## src/rtl/spi_sclk_engine.sv

```systemverilog
// SPI serial-clock engine: divides clk into SCLK half-periods and emits edge/data strobes for a frame.
// Optional inter-frame idle gap is enabled with `define SPI_SCLK_GAP_EN (adds the gap input and GAP state).
module spi_sclk_engine #(
  parameter int unsigned DIV_W = 12,
  parameter int unsigned LEN_W = 6
) (
  input  logic             clk,
  input  logic             reset,
  input  logic             start,
  input  logic             abort,
  input  logic [DIV_W-1:0] div,
  input  logic [LEN_W-1:0] len,
  input  logic             cpol,
  input  logic             cpha,
`ifdef SPI_SCLK_GAP_EN
  input  logic [DIV_W-1:0] gap,
`endif
  output logic             sclk,
  output logic             lead_edge,
  output logic             trail_edge,
  output logic             sample,
  output logic             shift,
  output logic             busy,
  output logic             done,
  output logic [LEN_W-1:0] bit_cnt
);

`ifdef SPI_SCLK_GAP_EN
  typedef enum logic [1:0] {IDLE, RUN, GAP} state_t;
`else
  typedef enum logic [1:0] {IDLE, RUN} state_t;
`endif

  state_t           state, state_d;
  logic [DIV_W-1:0] cnt, cnt_d;
  logic             phase, phase_d;
  logic [DIV_W-1:0] div_q, div_qd;
  logic [LEN_W-1:0] len_q, len_qd;
  logic             cpol_q, cpol_qd;
  logic             cpha_q, cpha_qd;
  logic             lead_d, trail_d, sample_d, shift_d, busy_d, done_d;
  logic [LEN_W-1:0] bit_cnt_d;
  logic             accept;
  logic             hp_end;
  logic             last_trail;
`ifdef SPI_SCLK_GAP_EN
  logic [DIV_W-1:0] gap_q, gap_qd;
  logic             gap_end;
`endif

  assign accept     = (state == IDLE) && start && !abort && (len != '0);
  assign hp_end     = (cnt == div_q);
  assign last_trail = hp_end && phase && ((bit_cnt + LEN_W'(1)) == len_q);
`ifdef SPI_SCLK_GAP_EN
  assign gap_end    = (cnt == (gap_q - DIV_W'(1)));
`endif

  // Latched polarity holds the idle level steady for the whole frame.
  assign sclk = phase ^ (busy ? cpol_q : cpol);

  // State register
  always_ff @(posedge clk or negedge reset) begin
    if (!reset) state <= IDLE;
    else        state <= state_d;
  end

  // Next-state logic
  always_comb begin
    state_d = state;
    case (state)
      IDLE: if (accept) state_d = RUN;
      RUN: begin
        if (abort) state_d = IDLE;
`ifdef SPI_SCLK_GAP_EN
        else if (last_trail) state_d = (gap_q != '0) ? GAP : IDLE;
`else
        else if (last_trail) state_d = IDLE;
`endif
      end
`ifdef SPI_SCLK_GAP_EN
      GAP: if (abort || gap_end) state_d = IDLE;
`endif
      default: state_d = IDLE;
    endcase
  end

  // Output / datapath next values
  always_comb begin
    cnt_d     = cnt;
    phase_d   = phase;
    bit_cnt_d = bit_cnt;
    div_qd    = div_q;
    len_qd    = len_q;
    cpol_qd   = cpol_q;
    cpha_qd   = cpha_q;
`ifdef SPI_SCLK_GAP_EN
    gap_qd    = gap_q;
`endif
    lead_d    = 1'b0;
    trail_d   = 1'b0;
    sample_d  = 1'b0;
    shift_d   = 1'b0;
    busy_d    = (state_d != IDLE);
    done_d    = (state != IDLE) && (state_d == IDLE) && !abort;
    case (state)
      IDLE: begin
        cnt_d   = '0;
        phase_d = 1'b0;
        if (accept) begin
          div_qd    = div;
          len_qd    = len;
          cpol_qd   = cpol;
          cpha_qd   = cpha;
`ifdef SPI_SCLK_GAP_EN
          gap_qd    = gap;
`endif
          bit_cnt_d = '0;
        end
      end
      RUN: begin
        if (abort) begin
          cnt_d   = '0;
          phase_d = 1'b0;
        end else if (hp_end) begin
          cnt_d   = '0;
          phase_d = ~phase;
          if (!phase) begin
            lead_d   = 1'b1;
            sample_d = ~cpha_q;
            shift_d  = cpha_q;
          end else begin
            trail_d   = 1'b1;
            bit_cnt_d = bit_cnt + LEN_W'(1);
            sample_d  = cpha_q;
            shift_d   = ~cpha_q && !last_trail;
          end
        end else begin
          cnt_d = cnt + DIV_W'(1);
        end
      end
`ifdef SPI_SCLK_GAP_EN
      GAP: begin
        if (abort || gap_end) cnt_d = '0;
        else                  cnt_d = cnt + DIV_W'(1);
      end
`endif
      default: begin
        cnt_d   = '0;
        phase_d = 1'b0;
      end
    endcase
  end

  // Datapath and registered outputs
  always_ff @(posedge clk or negedge reset) begin
    if (!reset) begin
      cnt        <= '0;
      phase      <= 1'b0;
      bit_cnt    <= '0;
      div_q      <= '0;
      len_q      <= '0;
      cpol_q     <= 1'b0;
      cpha_q     <= 1'b0;
`ifdef SPI_SCLK_GAP_EN
      gap_q      <= '0;
`endif
      lead_edge  <= 1'b0;
      trail_edge <= 1'b0;
      sample     <= 1'b0;
      shift      <= 1'b0;
      busy       <= 1'b0;
      done       <= 1'b0;
    end else begin
      cnt        <= cnt_d;
      phase      <= phase_d;
      bit_cnt    <= bit_cnt_d;
      div_q      <= div_qd;
      len_q      <= len_qd;
      cpol_q     <= cpol_qd;
      cpha_q     <= cpha_qd;
`ifdef SPI_SCLK_GAP_EN
      gap_q      <= gap_qd;
`endif
      lead_edge  <= lead_d;
      trail_edge <= trail_d;
      sample     <= sample_d;
      shift      <= shift_d;
      busy       <= busy_d;
      done       <= done_d;
    end
  end

endmodule

```

## config.mk

```make
export PLATFORM = sky130hd
export DESIGN_NAME = spi_sclk_engine
export DESIGN_NICKNAME = d
export VERILOG_FILES = /design/src/rtl/spi_sclk_engine.sv
export SDC_FILE = /design/constraint.sdc
export NUM_CORES = 1
export LEC_CHECK = 0
export BUFFER_PORTS_ARGS = -buffer_cell sky130_fd_sc_hd__clkbuf_2
export CAP_MARGIN = 20
export CORE_UTILIZATION = 56
export DETAILED_ROUTE_END_ITERATION = 10
export GPL_TIMING_DRIVEN = 0
export HOLD_SLACK_MARGIN = 0.05
export PLACE_DENSITY = 0.79
export SLEW_MARGIN = 30
export SYNTH_ARGS = -nofsm -noshare
export SYNTH_HDL_FRONTEND = slang
export SYNTH_SLANG_ARGS = --single-unit
```

## constraint.sdc

```tcl
create_clock -name clk -period 2.6 [get_ports clk]
set_input_delay 0.39 -clock clk [delete_from_list [all_inputs] [get_ports clk]]
set_output_delay 0.39 -clock clk [all_outputs]
set_load 0.02 [all_outputs]
```

==> results.txt <==
----------------------------------------------------
[Routing]
  Total length of routed met2 wires ... between 2000 and 2500 um
  Violation count after the first detailed-routing iteration ... just over 90
  Total Routed Length ... slightly above 4000 um
  Post-route met1 wirelength ... about 1900 um
  Antenna violation net count after detailed routing ... 0
  Detail-routed via count per cell ... 5.49
  WL met3 ... approximately 160 um
  Total DRC errors in the routed layout ... 0
  Number of iterations in the first detailed-routing pass ... 4
  Top layer in use ... met4
  Wire per inst ... around 15 um
  Number of vias after detailed routing ... roughly 1,500

[Placed design]
  Detail Placement HPWL ... between 3000 and 4000 um
  Count of input and output buffers ... 36
  Standard cell area after detailed placement ... around 0.0025 mm^2
  Worst-case setup slack after placement ... 500 ps
  Final weighted congestion in routability-driven placement ... just over 0.8

[Timing]
  Final clock skew ... 9.53 ps
  Final number of max-transition violations ... 0
  Worst Max-Slew Pin Slew ... around 810 ps
  Hold Violations, Final ... 0
  Time the final worst path needs with I/O delays and setup ... between 2000 and 2500 ps
  Highest clock rate ... 471 MHz
  Final worst path period share ... approximately four fifths
  Normalized max-slew margin ... 45.4%
  Setup violation total in the final timing report ... 0
  Setup repair after global routing missed its margin ... no
  Setup TNS after final layout ... 0 ps
  Final setup slack of the worst path ... 479 ps

[Synthesis]
  Synth cell types ... 35
  Mapped Nets ... between 200 and 250
  Cells after synthesis ... about 180
  Number of flops mapped to enable cells by yosys ... 0
  Avg Synthesized Cell Area ... approximately 13 um^2
  Post-Synthesis Cell Area ... between 0.002 and 0.0025 mm^2
  Seq cells post-synth ... 47
  Yosys warning total ... 0
  Proportion of synthesized flip-flops having asynchronous set or reset ... 100%
  Count leader, synth ... sky130_fd_sc_hd__dfrtp_1
  Library cell occupying the most area in the post-synthesis netlist ... sky130_fd_sc_hd__dfrtp_1
  Area share of the largest cell type after synthesis ... ~51%
  Share of the yosys chip area belonging to registers ... 51.4%
  Top flip-flop cell by instance count after synthesis ... sky130_fd_sc_hd__dfrtp_1
  Commonest cells in the synthesized netlist ... sky130_fd_sc_hd__dfrtp_1 (47), sky130_fd_sc_hd__xor2_1 (22), sky130_fd_sc_hd__mux2_2 (21)
  Leading post-synthesis cells by cell area ... sky130_fd_sc_hd__dfrtp_1 (51%), sky130_fd_sc_hd__mux2_2 (10%), sky130_fd_sc_hd__xor2_1 (8.4%), sky130_fd_sc_hd__xnor2_1 (4.6%), sky130_fd_sc_hd__nor4_4 (2.8%)

[Setup path]
  Arrival time at the worst endpoint ... approximately 2300 ps
  Category of cells accounting for the largest share of critical-path delay ... simple AND/OR/NAND/NOR gates
  Crit path to ... shift$_DFF_PN0_
  Element type at the critical path end ... flip-flop
  CP Data Required Time ... between 2000 and 3000 ps
  Largest stage delay on the critical path ... around 640 ps
  Crit path kind ... flip-flop to flip-flop
  Worst r2r src ... bit_cnt[0]$_DFFE_PN0P_
  Maximum net fanout on the critical path ... 6
  Path depth of the worst reg2reg path ... 6
  Crit path launch ... bit_cnt[0]$_DFFE_PN0P_
  Worst r2r dst ... shift$_DFF_PN0_
  Total stage count of the critical path ... 6
  Reg-to-reg setup timing slack ... 480 ps
  Bufs and invs on worst path ... 0
  Slowest library cell on the worst path ... sky130_fd_sc_hd__nor4_1
  Critical Path Start Type ... flip-flop
  Ordered cell list for the critical path ... ha_1 > xnor2_1 > a21oi_1 > o2111ai_1 > nor4_1 > nor3_1

[Clock network]
  Clock slew seen by the registers of the worst setup and hold paths ... approximately 90 ps
  Worst skew pair latency ... 300 ps
  CTS tree ... built
  Buffers inserted by post-CTS timing repair ... 0
  Clk Tree Root Cell ... sky130_fd_sc_hd__clkbuf_8
  Sinks on Clock Net ... 47
  Maximum level of the CTS H-tree ... 2
  Maximum root-to-sink buffer count ... 2
  CTS Buf Count ... 5
  Post-CTS Resized ... 0
  CTS Hold Buffers Added ... 0

[Cells and area]
  Nets@finish ... 250
  Share of cells above drive strength 1 ... a little over a third
  Fill cell total of the finished layout ... about 290
  Fin area ... between 0.002 and 0.003 mm^2
  Antenna Diode Count ... 0
  Post-layout util ... slightly below 70%
  Layout overhead on the synthesized area ... 14.6%

[Floorplan]
  Die ar. ... approximately 0.0043 mm^2
  Die height ... about 66 um
  Number of placed I/O pins ... 37
  Die Width ... 65.9 um
  Number of standard-cell rows in the floorplan ... 22
  Floorplan Core Area ... 0.00380 mm^2
  Effective utilization at floorplan ... between 60% and 70%

[Power]
  Final Total Pwr ... between 0.0015 and 0.002 W
  Total power per unit cell area ... between 500 and 600 mW/mm^2
  LEAKAGE ... about 1.3 nW
  Max IR drop VDD ... 0.000362 V

[GRT]
  Total global-route track usage ... 22.6%
  GRT Residual Overflow ... 0
  Wire length of the first global-routing pass ... 7280 um
  Maximum number of pins on one net before global-route repair ... 48
  Initial antenna violation count ... 0
  Vias in the first global route ... about 1,500

[Outcome]
  Run status ... finished, final reports clean

[Min path]
  Type of the worst min-delay path ... input pin to async pin

[Flow run]
  Number of max-cap violations ... 0

----------------------------------------------------
[logic make-up after synthesis]
| logic type | share of synthesized area, % |
|---|---|
| simple gates | 16.3 |
| xor+xnor | 13.7 |
| buf+inv | 1.75 |
| flops | 51.4 |
| fa+ha+maj | 1.09 |
| other cells | 0.164 |
| compound gates | 4.81 |
| mux | 10.8 |
[state kept, by name, indices dropped and copies added, names as in the netlist, 2 cells and up]
| signal | cells |
|---|---|
| len_q | 6 |
| state | 2 |
| cnt | 12 |
| div_q | 12 |
| bit_cnt | 6 |
[placed cells by master (no fill, tap or decap), types with 3 or more instances in the layout]
| cell | instances |
|---|---|
| sky130_fd_sc_hd__dfrtp_1 | 47 |
| sky130_fd_sc_hd__clkbuf_2 | 35 |
| sky130_fd_sc_hd__xor2_1 | 22 |
| sky130_fd_sc_hd__mux2_2 | 21 |
| sky130_fd_sc_hd__nor2_1 | 16 |
| sky130_fd_sc_hd__nand3_1 | 12 |
| sky130_fd_sc_hd__xnor2_1 | 12 |
| sky130_fd_sc_hd__and3_1 | 9 |
| sky130_fd_sc_hd__clkbuf_8 | 5 |
| sky130_fd_sc_hd__nor4_4 | 3 |
| sky130_fd_sc_hd__a21oi_1 | 3 |
| sky130_fd_sc_hd__a22o_1 | 3 |
[where the power goes]
group          leakage (nW)  total [W]  switching, W  internal, W
sequential            0.610   0.000856     0.0000526     0.000804
clock                0.0489   0.000446      0.000251     0.000195
combinational         0.600   0.000239      0.000114     0.000125
[layout make-up]
type / instances / area, um^2 / area share, %
Sequential cell: 47 / 1180 / 44.8
Multi-Input combinational cell: 128 / 1070 / 40.9
Timing Repair Buffer: 36 / 183 / 6.97
Clock buffer: 5 / 68.8 / 2.62
Tap cell: 48 / 60.1 / 2.29
Buffer: 5 / 36.3 / 1.38
Clock inverter: 3 / 22.5 / 0.859
Inverter: 1 / 3.75 / 0.143
[per-layer routing]
metal  GRT usage [%]  up-vias
met5               0        -
met4            6.52        0
met3            4.66        7
met2            35.6       29
met1            31.4      744
li1                -      720
[through the flow]
step                      std cells  hold WS [ps]
final                           273           134
after global routing            273           169
after CTS                       273           147
after detailed placement        265           475
after global placement          265           492
after floorplan                 181          94.4
[worst min-delay path by stage]
stage,start,end,slack (ps)
2_1_floorplan,reset,bit_cnt[0]$_DFFE_PN0P_,90
3_3_place_gp,cpol_q$_DFFE_PN0P_,cpol_q$_DFFE_PN0P_,490
3_5_place_dp,reset,div_q[4]$_DFFE_PN0P_,470
4_1_cts,reset,cnt[3]$_DFF_PN0_,150
5_1_grt,reset,len_q[2]$_DFFE_PN0P_,170
6_report,reset,cnt[3]$_DFF_PN0_,130
[worst reg2reg max path, delay by kind of cell (launching register included)]
kind | cells | cell delay (ps)
adder cells (fa/ha/maj) | 1 | 290
XOR/XNOR | 1 | 160
AO/OA/AOI/OAI | 2 | 280
flip-flops | 1 | 460
AND/OR/NAND/NOR | 2 | 800
No activity file was read; power rests on OpenSTA's default activity.
